`src/rtl/sumador_monitor_pkg.sv`:
```
// Shared definitions for the sumador result checker: default adder geometry
// and the monitor FSM state encodings.
package sumador_monitor_pkg;

    localparam int WIDTH_DEF   = 4;
    localparam int LATENCY_DEF = 2;

    typedef enum logic [1:0] {
        FLUSH = 2'd0,
        CHECK = 2'd1,
        HALT  = 2'd2
    } state_t;

endpackage

```
`src/rtl/sumador_monitor_linea_retardo.sv`:
```
// Fixed-depth register delay line with asynchronous active-low clear and a
// hold input that freezes every stage.
module linea_retardo #(
    parameter int DATA_W = 8,
    parameter int DEPTH  = 2
) (
    input  logic              i_clk,
    input  logic              i_clr_n,
    input  logic              i_hold,
    input  logic [DATA_W-1:0] i_d,
    output logic [DATA_W-1:0] o_q
);

    logic [DATA_W-1:0] r_stage [DEPTH];

    always_ff @(posedge i_clk or negedge i_clr_n) begin
        if (!i_clr_n) begin
            for (int i = 0; i < DEPTH; i++) begin
                r_stage[i] <= '0;
            end
        end else if (!i_hold) begin
            r_stage[0] <= i_d;
            for (int i = 1; i < DEPTH; i++) begin
                r_stage[i] <= r_stage[i-1];
            end
        end
    end

    assign o_q = r_stage[DEPTH-1];

endmodule

```
`src/rtl/sumador_monitor.sv`:
```
// Result checker for the pipelined adder: rebuilds the expected sum/index
// through a matched delay line and keeps sticky flags and saturating counters.
module sumador_monitor
    import sumador_monitor_pkg::*;
#(
    parameter int WIDTH       = WIDTH_DEF,
    parameter int LATENCY     = LATENCY_DEF,
    parameter int CNT_W       = 8,
    parameter bit STOP_ON_ERR = 1'b0
) (
    input  logic             clk,
    input  logic             reset_L,
    input  logic [WIDTH-1:0] dataA,
    input  logic [WIDTH-1:0] dataB,
    input  logic [WIDTH-1:0] sum30_dd,
    input  logic [WIDTH-1:0] idx_dd,
    output logic             err,
    output logic             err_sum,
    output logic             err_idx,
    output logic [CNT_W-1:0] chk_count,
    output logic [CNT_W-1:0] err_count,
    output logic             busy
);

    localparam int FL_W = $clog2(LATENCY + 1);

    state_t             r_state;
    state_t             w_state_nxt;
    logic [FL_W-1:0]    r_flush_cnt;
    logic [WIDTH-1:0]   r_idx_cnt;
    logic [WIDTH-1:0]   w_sum_in;
    logic [2*WIDTH-1:0] w_line_out;
    logic               w_hold;
    logic               w_flush_done;
    logic               w_cmp_en;
    logic               w_sum_bad;
    logic               w_idx_bad;
    logic               w_mis;

    function automatic logic [CNT_W-1:0] sat_inc(input logic [CNT_W-1:0] v);
        return (&v) ? v : v + CNT_W'(1);
    endfunction

    // Carry is dropped: the adder result is WIDTH bits wide.
    assign w_sum_in     = dataA + dataB;
    assign w_hold       = (r_state == HALT);
    assign w_flush_done = (r_state == FLUSH) && (r_flush_cnt == FL_W'(LATENCY));
    assign w_cmp_en     = (r_state == CHECK) || w_flush_done;
    assign w_sum_bad    = w_cmp_en && (w_line_out[2*WIDTH-1:WIDTH] != sum30_dd);
    assign w_idx_bad    = w_cmp_en && (w_line_out[WIDTH-1:0] != idx_dd);
    assign w_mis        = w_sum_bad || w_idx_bad;
    assign busy         = (r_state == CHECK);

    linea_retardo #(
        .DATA_W (2*WIDTH),
        .DEPTH  (LATENCY)
    ) u_linea (
        .i_clk   (clk),
        .i_clr_n (reset_L),
        .i_hold  (w_hold),
        .i_d     ({w_sum_in, r_idx_cnt}),
        .o_q     (w_line_out)
    );

    always_ff @(posedge clk or negedge reset_L) begin
        if (!reset_L) begin
            r_state     <= FLUSH;
            r_flush_cnt <= '0;
            r_idx_cnt   <= '0;
        end else begin
            r_state <= w_state_nxt;
            if ((r_state == FLUSH) && !w_flush_done) begin
                r_flush_cnt <= r_flush_cnt + FL_W'(1);
            end
            if (!w_hold) begin
                r_idx_cnt <= r_idx_cnt + WIDTH'(1);
            end
        end
    end

    // The last flush edge already performs the first comparison, so a
    // mismatch there can go straight to HALT.
    always_comb begin
        w_state_nxt = r_state;
        case (r_state)
            FLUSH: begin
                if (w_flush_done) begin
                    w_state_nxt = (STOP_ON_ERR && w_mis) ? HALT : CHECK;
                end
            end
            CHECK: begin
                if (STOP_ON_ERR && w_mis) begin
                    w_state_nxt = HALT;
                end
            end
            HALT:    w_state_nxt = HALT;
            default: w_state_nxt = FLUSH;
        endcase
    end

    always_ff @(posedge clk or negedge reset_L) begin
        if (!reset_L) begin
            err       <= 1'b0;
            err_sum   <= 1'b0;
            err_idx   <= 1'b0;
            chk_count <= '0;
            err_count <= '0;
        end else begin
            err <= w_mis;
            if (w_sum_bad) begin
                err_sum <= 1'b1;
            end
            if (w_idx_bad) begin
                err_idx <= 1'b1;
            end
            if (w_cmp_en) begin
                chk_count <= sat_inc(chk_count);
            end
            if (w_mis) begin
                err_count <= sat_inc(err_count);
            end
        end
    end

endmodule
```
`config.mk`:
```
export PLATFORM = sky130hd
export DESIGN_NAME = sumador_monitor
export DESIGN_NICKNAME = d
export VERILOG_FILES = /design/src/rtl/sumador_monitor_pkg.sv /design/src/rtl/sumador_monitor_linea_retardo.sv /design/src/rtl/sumador_monitor.sv
export SDC_FILE = /design/constraint.sdc
export NUM_CORES = 1
export LEC_CHECK = 0
export ABC_CLOCK_PERIOD_IN_PS = 4880
export BUFFER_PORTS_ARGS = -buffer_cell sky130_fd_sc_hd__buf_2
export CORE_ASPECT_RATIO = 1.25
export CORE_MARGIN = 2
export CORE_UTILIZATION = 50
export CTS_BUF_LIST = sky130_fd_sc_hd__clkbuf_4
export CTS_CLUSTER_DIAMETER = 200
export DETAILED_ROUTE_END_ITERATION = 10
export GPL_ROUTABILITY_DRIVEN = 0
export GPL_TIMING_DRIVEN = 0
export PLACE_DENSITY_LB_ADDON = 0.05
export SETUP_SLACK_MARGIN = 0.05
export SLEW_MARGIN = 20
export SYNTH_ARGS = -nofsm -noshare
export SYNTH_HDL_FRONTEND = slang
export SYNTH_HIERARCHICAL = 1
export SYNTH_SLANG_ARGS = --single-unit
```
`constraint.sdc`:
```
create_clock -name clk -period 4.88 [get_ports clk]
set_input_delay 0 -clock clk [delete_from_list [all_inputs] [get_ports clk]]
set_output_delay 0 -clock clk [all_outputs]
set_load 0.01 [all_outputs]
```
Word-level counts from Yosys, hierarchy flattened. Index checks and enable logic that the tools add are counted. Widths: inputs -> output; s select.

Add/subtract/negate cells: 5. Equal/unequal tests: 6. Mux-type cells: 2. Bitwise logic cells: 3. Reductions and logical operators: 13.

Operator list (number): $add 8x1->8 const B (2); $reduce_and 8->1 (2); $ne 4x4->1 (2); $pmux 2 s3 (1); $reduce_and 2->1 (3); $add 4x1->4 const B (1); $add 4x4->4 (1); $eq 2x2->1 const B (2); $logic_and 1x1->1 (4); $not 1->1 (3); $add 2x1->2 const B (1); $eq 2x1->1 const B (1); $logic_not 2->1 (1); $logic_or 1x1->1 (2); $mux 2 (1); $ne 2x2->1 const B (1); $logic_not 1->1 (1).

Register bits after elaboration: 43. Input port bits: 18. Output and inout bits: 20.

Logic depth before layout (Yosys ltp).
Word-level depth: 6. Mapped depth: 8.

By module. The synthesis kept the hierarchy.

By module, submodules not included: sumador_monitor (instances 1, cells an instance 119, area an instance 1402.6 µm²); linea_retardo (instances 1, cells an instance 42, area an instance 709.4 µm²).

Least setup slack after synthesis. OpenSTA, ideal clock, no wires.

Kind: reg2reg. Start point: register r_flush_cnt[0]. End point: register err_count[1]. Arrival: 1485 ps. Path slack: 3270 ps. Cell stages (with the launch flop): 9. Buffers on the path: 0. Period minus slack after synthesis: 1610 ps. Cell sequence: dfrtp_1 > inv_1 > ha_1 > nor2_1 > or2_4 > clkinv_2 > nand2_2 > nor2_1 > mux2_2.

Cells in the longest elaborated chain, start to end: 6. Elaborated cells between the ends (all ways): 7. Those cells by class: 1 x eq/ne; 6 x reduce/logical.

RTL lines: start, declared (RTL line sumador_monitor.sv:29) `logic [FL_W-1:0] r_flush_cnt;`; start signal, assigned (RTL line sumador_monitor.sv:73) `r_flush_cnt <= r_flush_cnt + FL_W'(1);`; $eq 2x2->1 * (RTL line sumador_monitor.sv:47) `assign w_flush_done = (r_state == FLUSH) && (r_flush_cnt == FL_W'(LATENCY));`; $logic_and 1x1->1 * (RTL line sumador_monitor.sv:47); $logic_or 1x1->1 * (RTL line sumador_monitor.sv:48) `assign w_cmp_en = (r_state == CHECK) || w_flush_done;`; $logic_and 1x1->1 (on tied branches) (RTL line sumador_monitor.sv:49, sumador_monitor.sv:50); $logic_or 1x1->1 * (RTL line sumador_monitor.sv:51) `assign w_mis = w_sum_bad || w_idx_bad;`; $reduce_and 2->1 (no source line) *; end signal, assigned (RTL line sumador_monitor.sv:120) `err_count <= sat_inc(err_count);`; end, declared (RTL line sumador_monitor.sv:21) `output logic [CNT_W-1:0] err_count,`.

Every way passes the cells marked *; elsewhere a longest branch is shown, timed or not. A chain may end at the register's enable or synchronous reset.

Worst setup path after layout. Same ends and word-level chain as after synthesis.

==> results.yml <==
synthesis:
  netlist.area_leader.share_pct: 50.9
  synth_compound_area_share_pct: 3.50
  async_reset_ff_share_pct: 100
  synth-seq-cells: 43
  synth_fa_ha_area_share_pct: 5.09
  synth-simple-area-share_pct: 11.7
  synth.avg_cell_area_um2: 13.1
  netlist_area_um2: 2110
  synth_cell_type_count: 34
  synth_ff_type: "dfrtp_1"
  ys_warn_count: 6
  syn-num-nets: 187
  synth_xor_area_share_pct: 11.2
  yosysTopAreaCell: "dfrtp_1"
  synth_mux_area_share_pct: 12.4
  ys_top_cells_by_area: "dfrtp_1 51%, xnor2_1 7.5%, mux2_4 7.1%, mux2_2 5.3%, ha_1 4.1%"
  synth-seq-area-share_pct: 50.9
  synthCells: 161
  synth_top_family_by_area: "multiplexers"
  synth-edff-count: 0
critical_path:
  worstSetupPathType: "reg2reg"
  critPathCaptureType: "register"
  rr_worst_depth: 8
  r2r_slack_ns: 3.13
  start_kind: "register"
  crit_required_ns: 5.11
  cp.arrival_ns: 1.99
  critPathLaunch: "r_flush_cnt[0]"
  cp_max_fo: 6
  reg2reg_to: "err_count[1]"
  r2r_start: "r_flush_cnt[0]"
  critPathCapture: "err_count[1]"
clock_tree:
  ctsHoldBuffers: 2
  clkTransAtPathRegs_ns: 0.11
  clk_latency_ns: 0.34
  post_cts_resized: 0
  h-tree-depth: 2
  root_buffer: "clkbuf_4"
  cts_buffers: 5
  postCtsSetupBuffers: 0
  cts_tree: "yes"
  clock_path_buffers: 2
  clkSinkCount: 43
timing:
  worst_pin_slew_ns: 0.936
  timing.final.crit_share_pct: 35.9
  hold_violations: 0
  relSlewSlack_pct: 37.6
  clock_skew_ns: 0.00538
  report.final.slew_viol_count: 0
  setup_slack_ns: 3.13
  holdWs_ns: 0.0189
  setup_viol: 0
  final.setup.tns_ns: 0
  rsz0062_at_grt: "no"
  timing.final.crit_period_ns: 1.75
  fmax_ghz: 0.570
detailed_routing:
  wl_mm: 3.44
  drc: 0
  viasPerCell: 4.95
  drt-pass1-iter-count: 4
  drtIter0Drc: 65
  drtAntennaViolNets: 0
  num_vias: 1302
  detail_route.wl_per_cell_um: 13.1
job:
  maxCapViolations: 0
floorplanning:
  die_w_um: 62.1
  dieArea_um2: 4760
  die_h_um: 76.7
  pin_count: 38
  core.rowCount: 26
  core_um2: 4070
  start_util_pct: 51.9
finish:
  regArea_um2: 1080
  final_cell_mix: "43 x dfrtp_1, 37 x buf_2, 18 x xnor2_1"
  layout.nets: 233
  multiInputGateArea_um2: 928
  fill_cells: 361
  layout_commonest_cell: "dfrtp_1"
  instances_no_fill: 263
  drive_gt1_share_pct: 39.6
  area_growth_pct: 15.2
  antennaDiodeCount: 0
hold_path:
  worst_hold_path_type: "in2reg"
placement:
  dpl.hpwl_mm: 2.56
  place_ws_ns: 3.15
  dp_cells: 254
  io_buffers: 37
global_routing:
  grtUsageTotal_pct: 16.6
  grt_pass1_wl_mm: 6.20
  antenna_found_initial: 0
  grt-ovfl-total: 0
  grt_pass1_vias: 1345
  grt_max_degree: 44
power:
  p_leak_nw: 1.11
  p_total_mw: 0.757
  ir_worst_vdd_mv: 0.233
  power_density_nw_per_um2: 311
outcome:
  status: "completed"
[per-layer routing]
metal	vias to the layer above	global-route usage (%)	wire [um]
met2	30	28.4	1870
met3	5	4.11	135
met5	-	0	0
met1	636	20.0	1400
li1	631	-	-
met4	0	6.67	41
[registers in the layout, indices dropped and copies added, names as in the netlist]
name / flops
err_sum: 1
chk_count: 8
u_linea/r_stage: 8
r_idx_cnt: 4
u_linea/o_q: 8
err: 1
err_count: 8
r_state: 2
err_idx: 1
r_flush_cnt: 2
[power by group]
part | total (mW) | internal [mW] | switching [mW] | leakage (nW)
clock | 0.157 | 0.0512 | 0.106 | 0.0285
combinational | 0.159 | 0.0878 | 0.0709 | 0.591
sequential | 0.441 | 0.399 | 0.0422 | 0.495
total | 0.757 | 0.538 | 0.219 | 1.11
[synthesized netlist by cell type, types with 2 or more instances]
cell type,count
xor2_1,9
nand4_1,6
a21o_1,3
nand3_1,6
dfrtp_1,43
nor3_1,2
xnor2_1,18
ha_1,7
mux2_4,10
and3_4,2
inv_1,3
nor2_1,5
nand2b_1,2
buf_4,8
nand2_1,9
mux2_2,10
[worst max-delay path, stage by stage, from the launching register on]
cell,delay [ns]
dfrtp_1,0.42
inv_1,0.06
ha_1,0.16
nor2_1,0.04
or2_4,0.27
clkinv_2,0.10
nand2_2,0.07
nor2_1,0.16
mux2_2,0.35
[area by class of cell]
class | instances | share of cell area [%]
Multi-Input combinational cell | 104 | 38.1
Timing Repair Buffer | 39 | 8.43
Buffer | 10 | 3.75
Inverter | 4 | 0.668
Sequential cell | 43 | 44.2
Clock buffer | 5 | 1.54
Tap cell | 56 | 2.88
Clock inverter | 2 | 0.360
[worst min path at each step]
stage	startpoint	end	slack [ns]	cells after the start
after floorplan	reset_L	chk_count[0]	-0.30	0
after global placement	reset_L	chk_count[0]	0.18	1
after detailed placement	reset_L	chk_count[7]	0.19	1
after CTS	dataA[0]	u_linea/r_stage[12]	0.004	3
after global routing	dataA[0]	u_linea/r_stage[12]	0.01	3
final	dataA[0]	u_linea/r_stage[12]	0.02	3
[metrics by stage]
step / util [%] / cell area, um^2
floorplan: - / 2110
global placement: 58.2 / 2370
detailed placement: 58.2 / 2370
CTS: 59.8 / 2430
global route: 59.8 / 2430
finish: 59.8 / 2430
[kinds of logic (layout without fill, tap and decap cells)]
logic type                 after synthesis  in the layout
AOI/OAI and AO/OA                        7              7
xor gates and xnor gates                27             27
adders and majority gates                8              8
buffers and inverters                   14             60
DFF                                     43             43
muxes                                   20             20
and+or+nand+nor                         42             42
(Power assumes the default switching activity.)
